**src/rtl/env_capture_if.sv**
```systemverilog
// env_capture_if: source-side inputs and packed breakpoint outputs of the envelope capture block
`ifndef BITS
`define BITS 16
`endif
interface env_capture_if #(
   parameter int DEPTH = 4,
   parameter int LEN   = 2
);
   logic                       ena;
   logic                       arm;
   logic signed [`BITS-1:0]    sigIn;
   logic [DEPTH*LEN-1:0]       levels;
   logic [DEPTH*(LEN-1)-1:0]   times;
   logic                       busy;
   logic                       done;
   modport master (output ena, arm, sigIn, input levels, times, busy, done);
   modport slave  (input ena, arm, sigIn, output levels, times, busy, done);
endinterface

```
**src/rtl/env_capture.sv**
```systemverilog
// env_capture: records a signal's amplitude contour as packed level/time breakpoints for sequencer replay
`ifndef BITS
`define BITS 16
`endif
module env_capture #(
   parameter int DEPTH  = 4,
   parameter int LEN    = 2,
   parameter int TSCALE = 1
) (
   input logic        clk,
   input logic        rst,
   env_capture_if.slave bus
);
   localparam int SH = `BITS - DEPTH - 1;
   localparam int IW = (LEN > 2) ? $clog2(LEN - 1) : 1;
   localparam int PW = (TSCALE > 1) ? $clog2(TSCALE) : 1;
   localparam logic [DEPTH-1:0] MAXV = '1;
   localparam logic [PW-1:0]    PMAX = PW'(TSCALE - 1);
   localparam logic [IW-1:0]    ITOP = IW'(LEN - 2);
   localparam logic [0:0]       IDLE    = 1'b0;
   localparam logic [0:0]       CAPTURE = 1'b1;

   logic [0:0]               state;
   logic [DEPTH*LEN-1:0]     levels;
   logic [DEPTH*(LEN-1)-1:0] times;
   logic                     busy;
   logic                     done;
   logic [DEPTH-1:0]         held;
   logic [DEPTH-1:0]         tick;
   logic [IW-1:0]            idx;
   logic [PW-1:0]            prescale;
   logic [`BITS-1:0]         mag;
   logic [`BITS-1:0]         shifted;
   logic [DEPTH-1:0]         q;
   logic [DEPTH-1:0]         nt;
   logic                     boundary;
   logic                     commit;
   logic                     lastCommit;

   assign bus.levels = levels;
   assign bus.times  = times;
   assign bus.busy   = busy;
   assign bus.done   = done;

   // quantise |sigIn| to a DEPTH-bit level and decide whether this edge commits a breakpoint
   always_comb begin
      mag        = bus.sigIn[`BITS-1] ? -bus.sigIn : bus.sigIn;
      shifted    = mag >> SH;
      q          = (shifted > `BITS'(MAXV)) ? MAXV : shifted[DEPTH-1:0];
      nt         = tick + 1'b1;
      boundary   = (state == CAPTURE) && !bus.arm && (prescale == PMAX);
      commit     = boundary && ((q != held) || (nt == MAXV));
      lastCommit = commit && (idx == '0);
   end

   // capture state machine; done is cleared on every edge so it never outlasts one cycle
   always_ff @(posedge clk) begin
      if (rst) begin
         state    <= IDLE;
         levels   <= '0;
         times    <= '0;
         busy     <= 1'b0;
         done     <= 1'b0;
         held     <= '0;
         tick     <= '0;
         idx      <= '0;
         prescale <= '0;
      end else begin
         done <= bus.ena && lastCommit;
         if (bus.ena) begin
            if (bus.arm) begin
               levels   <= {q, {(DEPTH*(LEN-1)){1'b0}}};
               times    <= '0;
               held     <= q;
               idx      <= ITOP;
               tick     <= '0;
               prescale <= '0;
               busy     <= 1'b1;
               state    <= CAPTURE;
            end else if (state == CAPTURE) begin
               if (prescale != PMAX) begin
                  prescale <= prescale + 1'b1;
               end else begin
                  prescale <= '0;
                  if (commit) begin
                     times[int'(idx)*DEPTH +: DEPTH]  <= nt;
                     levels[int'(idx)*DEPTH +: DEPTH] <= q;
                     held <= q;
                     tick <= '0;
                     if (idx == '0) begin
                        busy  <= 1'b0;
                        state <= IDLE;
                     end else begin
                        idx <= idx - 1'b1;
                     end
                  end else begin
                     tick <= nt;
                  end
               end
            end
         end
      end
   end
endmodule

```
**src/flat_wrapper.sv**
```systemverilog
// flat-port wrapper written by rule: the top's interface ports become plain ports
module env_capture_flat 
#(
   parameter int DEPTH  = 4,
   parameter int LEN    = 2,
   parameter int TSCALE = 1
)
  (clk, rst, bus_ena, bus_arm, bus_sigIn, bus_levels, bus_times, bus_busy, bus_done);
  env_capture_if #(.DEPTH(DEPTH), .LEN(LEN)) bus_i ();
  input logic clk;
  input logic rst;
  input wire logic [$bits(bus_i.ena)-1:0] bus_ena;
  input wire logic [$bits(bus_i.arm)-1:0] bus_arm;
  input wire logic [$bits(bus_i.sigIn)-1:0] bus_sigIn;
  output wire logic [$bits(bus_i.levels)-1:0] bus_levels;
  output wire logic [$bits(bus_i.times)-1:0] bus_times;
  output wire logic [$bits(bus_i.busy)-1:0] bus_busy;
  output wire logic [$bits(bus_i.done)-1:0] bus_done;
  assign bus_i.ena = bus_ena;
  assign bus_i.arm = bus_arm;
  assign bus_i.sigIn = bus_sigIn;
  assign bus_levels = bus_i.levels;
  assign bus_times = bus_i.times;
  assign bus_busy = bus_i.busy;
  assign bus_done = bus_i.done;
  env_capture #(.DEPTH(DEPTH), .LEN(LEN), .TSCALE(TSCALE)) u_core (.clk(clk), .rst(rst), .bus(bus_i));
endmodule
```
**config.mk**
```make
export PLATFORM = sky130hd
export DESIGN_NAME = env_capture_flat
export DESIGN_NICKNAME = d
export VERILOG_FILES = /design/src/rtl/env_capture_if.sv /design/src/rtl/env_capture.sv /design/src/flat_wrapper.sv
export SDC_FILE = /design/constraint.sdc
export NUM_CORES = 1
export LEC_CHECK = 0
export ABC_AREA = 1
export CORE_ASPECT_RATIO = 1.5
export CORE_MARGIN = 2
export CORE_UTILIZATION = 35
export CTS_CLUSTER_SIZE = 20
export DETAILED_ROUTE_END_ITERATION = 8
export HOLD_SLACK_MARGIN = 0.02
export PLACE_DENSITY = 0.6
export SETUP_SLACK_MARGIN = 0.05
export SYNTH_ARGS = -nofsm -noshare
export SYNTH_HDL_FRONTEND = slang
export SYNTH_SLANG_ARGS = --single-unit
```
**constraint.sdc**
```tcl
create_clock -name clk -period 2.2 [get_ports clk]
set_clock_uncertainty 0.05 [all_clocks]
set_input_delay 0.44 -clock clk [delete_from_list [all_inputs] [get_ports clk]]
set_output_delay 0.44 -clock clk [all_outputs]
set_load 0.02 [all_outputs]
```
==> reports/qor.csv <==
metric;value;unit
worst hold-check path type;flip-flop to flip-flop;
Final ANT Viol Nets;0;
net switching power figure;0.255;mW
cell chosen for the clock root;clkbuf_8;
setup repair after global routing missed its margin;false;
# hold bufs at CTS;0;
initial antenna violation count;0;
final clock period utilization by the worst path;0.885;
most common library cell in the layout ignoring fill and taps;nand2_1;
worst reg-to-reg path cell count;11;
switch share;0.278;
CTS buffer count;3;
slew at the pin closest to its max-slew limit;0.357;ns
sinks on the clock net;23;
setup-violating endpoint count in the final report;0;
most used cells in the layout excluding fill and tap cells;nand2_1 (48), dfxtp_1 (23), inv_1 (17), clkdlybuf4s50_1 (17), nand3_1 (16);
Worst EP required;2.36;ns
Distinct cells, synth;22;
reg-to-reg slack, setup;0.46;ns
Worst setup EP type;flip-flop;
source of the worst register-to-register timing path;u_core.tick[1]$_SDFFE_PP0P_;
clock transition at the registers of the reported paths;0.07;ns
count of final hold-check violations;0;
die footprint;4310;um2
number of standard cells in the layout, taps in and fillers out;284;
cell type with the highest aggregate area in the netlist;dfxtp_1;
GRT overflow;0;
Starting Density;0.364;
sequential share of the synthesized area;0.347;
clock tree from TritonCTS;yes;
die extent in x;54.3;um
Layout area overhead;47.0;%
ranking of synthesized cells by area;dfxtp_1 (35%), nand2_1 (17%), nand3_1 (6.8%);
H-tree level count;1;
Max Clock Freq;513;MHz
power density of the placed cells;469;nW/um2
WHS;0.397;ns
pin count of the biggest net entering global routing;13;
post-synthesis sequential element count;23;
kind of start point of the critical path;primary input;
result of the run;finished clean;
Rows;27;
share of power burned in registers;0.484;
overall routing resource usage;0.162;
Post-Syn Area;1330;um2
top-level port count;34;
number of violations of the max-capacitance limit;0;
antenna cells;0;
Clock Tree Buf Depth;2;
die boundary height;79.4;um
Critical Path AT;2.11;ns
Nets;264;
PortBufs;33;
later-pin clock latency in the skew report;0.26;ns
DR WL/cell;11.5;um
post-synthesis net count;216;
placed cell count;277;
Clock Power Share;0.279;
Worst Setup Slack, final;0.252;ns
final core utilization;0.535;
fraction of final layout cells sized beyond drive strength 1;0.249;
first-pass GRT wire length;5.22;mm
Logic pwr share;0.238;
CP Class;primary input to flip-flop;
first-pass iteration count of the detailed router;4;
weighted congestion reported at the end of routability-driven placement;0.778;
initial detailed-routing violation count;17;
core footprint;3650;um2
DR vias/cell;4.77;
worst hold path depth;2;
minimum clock period after layout;1.95;ns
Cell Int Power;0.661;mW
peak fanout along the critical path;6;
YS warnings;0;
startpoint of the lowest-slack hold path;u_core.bus.times[3]$_SDFFE_PP0P_;
worst voltage drop across the vdd grid;0.370;mV
detailed-route DRC error count;0;
Static Leak;0.969;nW
top-area cell type share of the netlist area;0.347;
number of global-route vias before repair;1321;
max_slew headroom;0.762;
mean instance size in the synthesized netlist;6.84;um2
Final Max Slew Viols;0;
pre-CTS worst setup slack;-0.252;ns
aggregate routed wire length;3.27;mm
final HPWL from detailed placement;2.56;mm
Worst Hold End;u_core.bus.times[3]$_SDFFE_PP0P_;
endpoint of the worst-slack reg-to-reg timing path;u_core.bus.levels[3]$_SDFFE_PP0P_;
Cells after Synth;194;
via count;1356;
-- how the worst max path moves through the flow --
stage                   from                                 to  slack (ns)  depth (start not counted)
3_5_place_dp   bus_sigIn[10]   u_core.bus.times[0]$_SDFFE_PP0P_       -0.25                         17
5_1_grt        bus_sigIn[11]   u_core.bus.times[1]$_SDFFE_PP0P_        0.13                         15
4_1_cts         bus_sigIn[1]   u_core.bus.times[0]$_SDFFE_PP0P_        0.05                         15
6_report       bus_sigIn[11]  u_core.bus.levels[3]$_SDFFE_PP0P_        0.25                         15
2_1_floorplan   bus_sigIn[1]        u_core.held[1]$_SDFFE_PP0P_        0.40                         13
3_3_place_gp   bus_sigIn[10]  u_core.bus.levels[1]$_SDFFE_PP0P_       -0.26                         16
-- what timing repair did --
action / 4_1_cts / 5_1_grt
endpoints found under the hold margin: 0 / 0
buffers inserted: 0 / 2
endpoints found under the setup margin: 11 / 18
pin swaps: 2 / 24
gates cloned: 1 / 0
resized for setup: 7 / 33
-- final cells by class --
type                            count  area (um2)
Inverter                           20        75.1
Timing Repair Buffer               47         475
Tap cell                           43        53.8
Multi-Input combinational cell    147         842
Sequential cell                    23         460
Fill cell                         356        1700
Clock buffer                        4        45.0
-- registers in the layout, summed over array words and instances (netlist names) --
signal / cells
u_core.bus.levels: 8
u_core.bus.times: 4
u_core.held: 4
u_core.tick: 4
u_core.bus.busy: 1
u_core.bus.done: 1
u_core.state: 1
-- stage by stage --
stage          total power, mW  area, um2  TNS [ns]
2_1_floorplan            0.562       1330         0
3_3_place_gp             0.658       1780     -4.25
3_5_place_dp             0.658       1780     -4.05
4_1_cts                  0.919       1850         0
5_1_grt                  0.968       1950         0
6_report                 0.916       1950         0
-- power groups by stage --
stage / logic, mW / clock network, mW / registers, mW
after floorplan: 0.101 / 0 / 0.461
after CTS: 0.211 / 0.265 / 0.443
after detailed placement: 0.205 / 0 / 0.453
after global placement: 0.205 / 0 / 0.453
after global routing: 0.240 / 0.283 / 0.445
final: 0.218 / 0.255 / 0.443
-- worst max-delay path, cell delays in order --
cell	delay (ns)
dlygate4sd2_1	0.28
or2_1	0.25
nor2_2	0.11
nand2_2	0.07
nand2_1	0.09
nand2_2	0.07
nand4_1	0.07
nand2_1	0.06
nor2_2	0.09
nand2_2	0.10
nand2_4	0.13
nand2_8	0.08
nor2_8	0.14
nand2_1	0.06
nand2_1	0.05
-- layer usage --
metal | global-route usage | wire [um] | vias up
li1 | - | - | 719
met1 | 0.166 | 1260 | 602
met2 | 0.311 | 1840 | 30
met3 | 0.0131 | 116 | 5
met4 | 0.0675 | 61 | 0
met5 | 0 | 0 | -
-- cells by family after synthesis --
logic type                 after synthesis  share of synthesized area
and+or+nand+nor                        127                      0.491
buffers and inverters                   25                     0.0735
DFF                                     23                      0.347
AOI/OAI and AO/OA                       15                     0.0565
xor gates and xnor gates                 2                     0.0132
adders and majority gates                2                     0.0188
-- Yosys cell counts --
cell type,number
nand3b_1,1
nor2_8,1
nand2_1,59
clkbuf_1,4
nor2_2,4
nand2_4,2
a21oi_1,13
nor2_4,2
nand3_1,18
dfxtp_1,23
o21ai_0,2
inv_2,1
xnor2_1,2
inv_1,19
or2_1,2
nand2_2,3
ha_1,2
nor2_1,18
nand3_4,1
nand4_1,9
buf_4,1
nand3_2,7
Power figures use the tool's default switching activity.
